**config.mk**
```make
export PLATFORM = sky130hd
export DESIGN_NAME = poly_coeff_sequencer
export DESIGN_NICKNAME = d
export VERILOG_FILES = /design/src/rtl/poly_coeff_sequencer.sv
export SDC_FILE = /design/constraint.sdc
export NUM_CORES = 1
export LEC_CHECK = 0
export BUFFER_PORTS_ARGS = -buffer_cell sky130_fd_sc_hd__buf_4
export CAP_MARGIN = 10
export CORE_MARGIN = 2
export CORE_UTILIZATION = 47
export CTS_BUF_LIST = sky130_fd_sc_hd__clkbuf_4 sky130_fd_sc_hd__clkbuf_8
export CTS_CLUSTER_SIZE = 40
export DETAILED_ROUTE_END_ITERATION = 10
export GPL_ROUTABILITY_DRIVEN = 0
export PLACE_DENSITY = 0.93
export SETUP_SLACK_MARGIN = 0.3
export SLEW_MARGIN = 15
export SYNTH_ARGS = -nofsm -noshare
export SYNTH_HDL_FRONTEND = slang
export SYNTH_SLANG_ARGS = --single-unit
```
**constraint.sdc**
```tcl
create_clock -name clk_n -period 2.4 [get_ports clk_n]
set_clock_uncertainty 0.1 [all_clocks]
set_input_delay 0.36 -clock clk_n [delete_from_list [all_inputs] [get_ports clk_n]]
set_output_delay 0.36 -clock clk_n [all_outputs]
set_load 0.005 [all_outputs]
```
**src/rtl/poly_coeff_sequencer.sv**
```systemverilog
// Horner-evaluation sequencer: steps an external add/multiply datapath through one polynomial per operand.
// Optional macro SEQ_COEFF_WR_EN turns the constant coefficient table into a register file written while idle.
module poly_coeff_sequencer #(
  parameter int                          WIDTH      = 32,
  parameter int                          NUM_COEFF  = 8,
  parameter int                          STEP_LAT   = 4,
  parameter logic [NUM_COEFF*WIDTH-1:0]  COEFF_INIT = '0
) (
  input  logic             clk_n,
  input  logic             rst_n,
  input  logic             in_valid,
  output logic             in_ready,
  input  logic [WIDTH-1:0] in_x,
  output logic [WIDTH-1:0] signal,
  output logic [WIDTH-1:0] coeff,
  output logic             LD_result,
  input  logic [WIDTH-1:0] dp_result,
  output logic             out_valid,
  input  logic             out_ready,
  output logic [WIDTH-1:0] out_data,
  output logic             busy
`ifdef SEQ_COEFF_WR_EN
  ,
  input  logic             coef_wr_en,
  input  logic [3:0]       coef_wr_addr,
  input  logic [WIDTH-1:0] coef_wr_data
`endif
);

  typedef enum logic [2:0] {IDLE, PRIME, STEP, LOAD, CAPTURE, HOLD} state_e;

  localparam logic [3:0] LAT_LAST = 4'(STEP_LAT - 1);
  localparam logic [3:0] N_LAST   = 4'(NUM_COEFF - 1);

  state_e           state_q, state_d;
  logic [3:0]       cyc_q, cyc_d;
  logic [3:0]       step_q, step_d;
  logic [WIDTH-1:0] x_q, x_d;
  logic [WIDTH-1:0] out_data_q, out_data_d;

  // Sixteen slots so a 4-bit index never leaves the array; slots past NUM_COEFF read as zero.
  logic [WIDTH-1:0] coef_tab [16];

  for (genvar i = 0; i < 16; i++) begin : g_coef
    if (i < NUM_COEFF) begin : g_used
`ifdef SEQ_COEFF_WR_EN
      logic [WIDTH-1:0] coef_q;
      // NOTE: this coefficient file is reset on purpose so reset restores COEFF_INIT; plain storage arrays normally are not.
      always_ff @(negedge clk_n) begin
        if (rst_n) begin
          coef_q <= COEFF_INIT[i*WIDTH +: WIDTH];
        end else if (state_q == IDLE && coef_wr_en && coef_wr_addr == 4'(i)) begin
          coef_q <= coef_wr_data;
        end
      end
      assign coef_tab[i] = coef_q;
`else
      assign coef_tab[i] = COEFF_INIT[i*WIDTH +: WIDTH];
`endif
    end else begin : g_unused
      assign coef_tab[i] = '0;
    end
  end

  // NOTE: every variable gets a default before the case so no path leaves it unassigned and infers a latch.
  always_comb begin
    state_d    = state_q;
    cyc_d      = cyc_q;
    step_d     = step_q;
    x_d        = x_q;
    out_data_d = out_data_q;
    unique case (state_q)
      IDLE: begin
        if (in_valid) begin
          x_d     = in_x;
          cyc_d   = '0;
          step_d  = '0;
          state_d = PRIME;
        end
      end
      PRIME: begin
        if (cyc_q == LAT_LAST) begin
          cyc_d = '0;
          if (NUM_COEFF == 1) begin
            state_d = LOAD;
          end else begin
            step_d  = 4'd1;
            state_d = STEP;
          end
        end else begin
          cyc_d = cyc_q + 4'd1;
        end
      end
      STEP: begin
        if (cyc_q == LAT_LAST) begin
          cyc_d = '0;
          if (step_q == N_LAST) begin
            step_d  = '0;
            state_d = LOAD;
          end else begin
            step_d = step_q + 4'd1;
          end
        end else begin
          cyc_d = cyc_q + 4'd1;
        end
      end
      LOAD:    state_d = CAPTURE;
      CAPTURE: begin
        out_data_d = dp_result;
        state_d    = HOLD;
      end
      HOLD: begin
        if (out_ready) state_d = IDLE;
      end
      default: state_d = IDLE;
    endcase
  end

  // Datapath drive is decoded from registered state, so it is zero whenever the sequencer is idle.
  always_comb begin
    signal    = '0;
    coeff     = '0;
    LD_result = 1'b0;
    unique case (state_q)
      PRIME: coeff = coef_tab[N_LAST - step_q];
      STEP: begin
        signal = x_q;
        coeff  = coef_tab[N_LAST - step_q];
      end
      LOAD: begin
        signal    = (NUM_COEFF > 1) ? x_q : '0;
        coeff     = coef_tab[0];
        LD_result = 1'b1;
      end
      default: ;
    endcase
  end

  // NOTE: the reset input is active-high despite its name and is sampled on the falling edge like all state;
  // non-blocking assignments make every register load from pre-edge values.
  always_ff @(negedge clk_n) begin
    if (rst_n) begin
      state_q    <= IDLE;
      cyc_q      <= '0;
      step_q     <= '0;
      x_q        <= '0;
      out_data_q <= '0;
    end else begin
      state_q    <= state_d;
      cyc_q      <= cyc_d;
      step_q     <= step_d;
      x_q        <= x_d;
      out_data_q <= out_data_d;
    end
  end

  assign in_ready  = (state_q == IDLE);
  assign busy      = (state_q != IDLE);
  assign out_valid = (state_q == HOLD);
  assign out_data  = out_data_q;

endmodule

```
---- After elaboration in Yosys (flattened, before gate mapping) ----
Memories as Yosys holds them, arrays and structs flattened.
Index checks and enable logic that the tools add are counted.
cells by class
  add/sub/neg operators ................... 3
  $mul .................................... 0
  divide/modulo/power cells ............... 0
  order comparisons ....................... 1
  equality and inequality tests ........... 12
  shift-type cells ........................ 0
  muxes and demuxes ....................... 18
  bitwise logic cells ..................... 1
  reductions and logical operators ........ 10
operators with widths
  kind                   count
  $mux W32               4
  $mux W4                5
  $pmux W3 S6            1
  $mux W3                5
  $pmux W4 S3            1
  $add A4 B1 Y4 const B  2
  $ne A2 B2 Y1 const B   4
  $pmux W4 S2            1
  $eq A3 B2 Y1 const B   2
  $eq A3 B3 Y1 const B   2
  $reduce_bool A3 Y1     2
  $ge A5 B5 Y1 const B   1
  $not A4 Y5             1
  $reduce_and A5 Y1      1
  $eq A4 B2 Y1 const B   1
  $eq A4 B3 Y1 const B   1
  $reduce_and A2 Y1      2
  $reduce_and A4 Y1      1
  $reduce_or A2 Y1       2
  $sub A3 B4 Y4 const A  1
  $eq A3 B1 Y1 const B   1
  $logic_not A3 Y1       1
  $ne A2 B1 Y1 const B   1
  $reduce_bool A2 Y1     1
  $mux W1                1
word-level totals
  register bits ........................... 75
  latch bits .............................. 0
  RAM bits ................................ 0
  bits in read-only memories .............. 512
  output and inout bits ................... 100
  logic and storage cells ................. 51
  memories kept ........................... 1
memory list
  memory            words  width  rd ports  clocked after Yosys merged registers in  write ports  RTL line  RTL
  (name not given)  16     32     1         0                                        0            128       coeff = coef_tab[N_LAST - step_q];

---- Longest topological paths before layout ----
Gate-level depths: netlist of run 1.
  word-level depth ........................ 6
  depth in mapped cells ................... 7
  depth with buffers taken out ............ 5

==> results.cfg, run 1 <==
[yosys]
synth_cell_types = 34
async_reset_ff_share_pct = 0
ys_ff_latch = 75
netlist_area_sq_um = 3290
synth_top_area_cell = dfxtp_1
synth_ff_type = dfxtp_1
synthTopCellsByArea = dfxtp_1, nand2_1, a21oi_1, buf_4, and2_1
postSynthAreaPerCell_sq_um = 7.72
ys_seq_area_share_pct = 45.6
netlist_instances = 426
synth_top_area_share_pct = 45.6
yosys_warnings = 0
synth_edf_count = 0

[worst_setup_path]
worstPathRequired_ps = 1940
path_cells = nor2b_4 -> buf_12 -> and2_1 -> buf_4
crit_fanout = 32
cp-end-kind = output pin
worstReg2RegEnd = state_q[1]
reg2reg_slack_ps = 140
path_class = flop to output pin
reg2regPathDepth = 8
critPathLaunch = state_q[1]
cp-start-kind = flop
r2r-start = state_q[1]
cpMaxStageDelayCell = dfxtp_2
crit_path_max_incr_delay_ps = 320
critPathArrivalTime_ps = 2510

[drt]
wire_per_inst_um = 15.0
drt_first_pass_iters = 4
ant_nets = 0
drtIter0Drc = 103
num_vias = 3793
routed_wl_um = 11400
routed_via_density = 4.98
drc = 0

[grt]
antenna_found_initial = 0
grt_use_total_pct = 27.0
grt_overflow = 0
grt_pass1_wl_um = 16200
grt_pass1_vias = 3736
grt_max_degree = 33

[pwr]
powerDensity_nw_per_um2 = 844
p_leak_nw = 2.69
ir_drop_uv = 576
p_total_mw = 4.60

[sta]
setup_viol = 68
hold_ws_ps = 348
hold_viol_final = 0
rsz0062_at_grt = yes
slew_viol_final = 0
setup_ws_ps = -570

[floorplanning]
die_y_um = 87.7
row_count = 30
die-width_um = 87.7
fp.dieArea_sq_um = 7680
io_pins = 168
floorplan.initialDensity_pct = 48.4
core_sq_um = 6790

[clocking]
clock_latency_ps = 400
cts_htree_levels = 3
cts_buffer_depth = 2
cts_inserted_buffers = 9
clock-root-buffer = clkbuf_8
cts_tree = built
clkTransAtPathRegs_ps = 30
cts_sinks = 75

[outcome]
status = finished with violations
violations = setup timing

[finish]
finish.utilization_pct = 80.2
fin_nets = 730
drive_above_1_share_pct = 41.4
area_growth_pct = 65.7
antenna_cells = 0

[placement]
port_buffers = 135
hpwl_um = 6000
dp_worst_setup_slack_ps = -357

[min_path]
hold_depth = 2
hold_path_class = flop to flop
whs_endpoint = x_q[5]
worstHoldStart = x_q[5]

[job]
drv_cap = 0
Yosys cell counts, types with 3 or more instances:
| cell | n |
|---|---|
| and2_1 | 35 |
| clkbuf_1 | 19 |
| buf_4 | 34 |
| o21ai_0 | 3 |
| nor2_1 | 8 |
| buf_2 | 5 |
| a21oi_1 | 70 |
| nand3_1 | 4 |
| inv_1 | 5 |
| nand2b_1 | 3 |
| nor3b_1 | 3 |
| mux2i_1 | 3 |
| nand2_1 | 135 |
| dfxtp_1 | 75 |
power breakdown:
group	internal (mW)	total, mW	switching, mW
Clock	0.575	1.51	0.933
Combinational	0.787	1.58	0.789
Sequential	1.41	1.51	0.102
state kept, by name (all words and copies together), names as in the netlist:
register and count:
step_q 4, x_q 32, state_q 3, cyc_q 4, out_data 32
layout make-up:
cell class / instances / area [sq um]
multi-input cells: 320 / 1760
flip-flops and latches: 75 / 1550
repair buffers: 175 / 1530
fillers: 422 / 1350
clock inverters: 82 / 355
clock buffers: 9 / 124
well taps: 96 / 120
inverters: 4 / 15.0
logic make-up after synthesis:
group	Yosys count	synth area share [%]
AND/OR/NAND/NOR	199	27.3
AO/OA/AOI/OAI	80	12.9
flip-flops	75	45.6
buffers and inverters	64	11.6
multiplexers	4	1.37
adder cells (fa/ha/maj)	2	0.761
other	1	0.114
XOR/XNOR	1	0.266
placed cells by master (no fill, tap or decap), types with 2 or more instances in the layout:
master,netlist,final
nand2_1,135,121
buf_6,1,42
nor3_1,2,2
nand3_1,4,4
nand2b_4,0,2
a21oi_1,70,58
o21ai_0,3,2
dfxtp_2,0,35
buf_4,34,128
conb_1,1,32
nor2_1,8,6
inv_8,0,3
buf_12,0,3
inv_1,5,79
a21oi_2,0,12
clkinv_4,0,2
clkbuf_8,0,9
mux2i_1,3,3
and2_4,0,3
nand2_4,0,3
dfxtp_1,75,40
nor3b_2,0,2
and2_1,35,33
a32o_1,2,2
ha_1,2,2
nand2_2,0,11
worst max-delay path: cells and delay by family (launching register included):
family	cells	cell delay, ps
flip-flops	1	320
AND/OR/NAND/NOR	2	320
buffers and inverters	2	280
timing repair:
action | CTS | global route
cloned | 1 | 2
hold buffers | 0 | 0
gates resized for setup | 91 | 17
setup buffers | 9 | 8
pin swaps | 10 | 5
setup endpoints to repair | 110 | 93
how the worst max path moves through the flow:
| stage | endpoint | depth (start not counted) | slack, ps |
|---|---|---|---|
| after floorplan | signal[10] | 4 | -220 |
| after global placement | state_q[1] | 4 | -340 |
| after detailed placement | state_q[1] | 4 | -360 |
| after CTS | signal[7] | 4 | -580 |
| after global routing | signal[19] | 4 | -650 |
| final | signal[7] | 4 | -570 |
routing by layer:
metal	global-route usage, %	up-vias	wire length (um)	part of all wire, %
met5	0	-	0	0
met4	15.9	0	361	3.2
met3	11.8	36	897	7.9
met2	47.4	201	6010	53
met1	26.1	1773	4120	36
li1	-	1783	-	-
through the flow:
| stage | cell area [sq um] | setup TNS (ps) | std cells |
|---|---|---|---|
| final | 5450 | -22460 | 761 |
| after global routing | 5450 | -26140 | 761 |
| after CTS | 5290 | -23000 | 751 |
| after detailed placement | 4460 | -13210 | 651 |
| after global placement | 4460 | -11300 | 651 |
| after floorplan | 3590 | -7260 | 457 |
Note: power is estimated with default switching activity, not from simulation.
==> inputs of run 2 (changes only) <==
--- a/config.mk
+++ b/config.mk
@@ -13,8 +13,9 @@
 export CTS_CLUSTER_SIZE = 40
 export DETAILED_ROUTE_END_ITERATION = 10
 export GPL_ROUTABILITY_DRIVEN = 0
-export PLACE_DENSITY = 0.93
+export PLACE_DENSITY = 0.82
 export SETUP_SLACK_MARGIN = 0.3
+export SKIP_LAST_GASP = 1
 export SLEW_MARGIN = 15
 export SYNTH_ARGS = -nofsm -noshare
 export SYNTH_HDL_FRONTEND = slang
==> run 2 against run 1 <==
  * The run still ends with setup timing left
  * Largest cell class unchanged
  * Die area did not move
  * Hold slack barely moved
  * Sequential power barely moved
  * Via count fell by 4.2%
  * Largest power group unchanged
  * Routed wire length fell by 9.0%
  * Clock power fell by 5%
  * Critical path type unchanged
  * Critical path depth did not move
  * Global-route usage fell by 1.8 points
==> results.cfg, run 2 (synthesis gave the netlist of run 1 again) <==
[sta]
setup_viol = 68
slew_viol_final = 0
rsz0062_at_grt = yes
hold_viol_final = 0
setup_ws_ps = -577
setup_tns_ps = -22150

[drt]
routed_via_density = 4.82
routed_wl_um = 10400
num_vias = 3633
drtIter0Drc = 142
wire_per_inst_um = 13.7
ant_nets = 0
drt_first_pass_iters = 4
drc = 0

[worst_setup_path]
critPathTopFamily = flip-flops
critPathLaunch = state_q[1]
cpMaxStageDelayCell = dfxtp_2
reg2reg_slack_ps = 160
path_cells = nor2b_4 -> buf_12 -> and2_1 -> buf_4
reg2regPathDepth = 5
critPathBufInv = 2
r2r-start = cyc_q[0]
worstPathRequired_ps = 1940
cp-start-kind = flop
cp-end-kind = output pin
worstReg2RegEnd = state_q[1]
path_class = flop to output pin
crit_fanout = 32
crit_path_max_incr_delay_ps = 320
critPathArrivalTime_ps = 2520

[clocking]
cts_tree = built
clkTransAtPathRegs_ps = 40
cts_hold_buf = 0
cts_buffer_depth = 2
cts_inserted_buffers = 9
cts_htree_levels = 3
clock_latency_ps = 400
clock-root-buffer = clkbuf_8
cts_sinks = 75

[outcome]
violations = setup timing
status = finished with violations

[floorplanning]
die-width_um = 87.7
row_count = 30
io_pins = 168
fp.dieArea_sq_um = 7680
core_sq_um = 6790
floorplan.initialDensity_pct = 48.4
die_y_um = 87.7

[job]
drv_cap = 0

[finish]
mostFrequentLayoutCells = nand2_1, buf_4, inv_1
finish.utilization_pct = 78.7
antenna_cells = 0
area_growth_pct = 62.5
fin_nets = 723
drive_above_1_share_pct = 39.4
final_area_sq_um = 5350

[pwr]
p_total_mw = 4.51
powerDensity_nw_per_um2 = 843
p_leak_nw = 2.64
ir_drop_uv = 697

[grt]
grtUsageMet1_pct = 25.5
antenna_found_initial = 0
grt_use_total_pct = 25.2
met2_usage_pct = 43.7
grt_overflow = 0
gr-usage-met3_pct = 10.6
grt_pass1_wl_um = 15300
globalRoute.busiestLayer = met2
grt_pass1_vias = 3637
grt_max_degree = 37

[placement]
hpwl_um = 5810
dpl_cell_area_sq_um = 4450
dp_worst_setup_slack_ps = -353
port_buffers = 135

[min_path]
whs_endpoint = x_q[9]
hold_path_class = flop to flop
worstHoldStart = x_q[9]
hold_depth = 2
run 2: cell count changes in the layout (fill, tap and decap cells not counted), moves of 2 or more:
| cell | previous run | this run |
|---|---|---|
| buf_4 | 128 | 122 |
| buf_6 | 42 | 38 |
| a21oi_1 | 58 | 61 |
| a21oi_2 | 12 | 9 |
| inv_4 | 1 | 4 |
| clkinv_4 | 2 | 0 |
| nand2_4 | 3 | 1 |
run 2: where the power goes:
part	switching [mW]	leakage, nW	total [mW]	internal [mW]
Sequential	0.0916	0.627	1.50	1.41
Combinational	0.770	1.51	1.57	0.796
Clock	0.878	0.499	1.44	0.561
Total	1.74	2.64	4.51	2.77
run 2: routing by layer:
layer | wire [um] | vias up
li1 | - | 1769
met3 | 768 | 11
met4 | 113 | 0
met2 | 5490 | 149
met5 | 0 | -
met1 | 3990 | 1704
run 2: worst min-delay path, cell delays in order (launching register included):
cell,delay (ps)
dfxtp_1,300
nand2_1,50
a21oi_1,50
run 2: how the worst max path moves through the flow:
| stage | depth (start not counted) | slack (ps) | end |
|---|---|---|---|
| detailed placement | 4 | -350 | state_q[1] |
| global placement | 4 | -340 | state_q[1] |
| CTS | 4 | -590 | signal[24] |
| floorplan | 4 | -220 | signal[10] |
| global route | 4 | -640 | signal[20] |
| finish | 4 | -580 | signal[28] |
run 2: final cells by class:
cell class                 count  area [sq um]
multi-input combinational    321          1720
clock inverter                82           338
sequential                    75          1540
fill                         468          1450
tap                           96           120
timing repair buffer         167          1480
clock buffer                   9           124
inverter                       4          15.0
run 2: stage by stage:
step	hold slack, ps	instances
after global routing	368	754
after floorplan	329	457
final	348	754
after CTS	347	744
after global placement	338	649
after detailed placement	342	649
run 2: repair_timing:
action	4_1_cts	5_1_grt
resized for setup	85	11
pin swaps	10	5
endpoints found under the setup margin	110	110
cloned	1	5
setup buffers	4	5
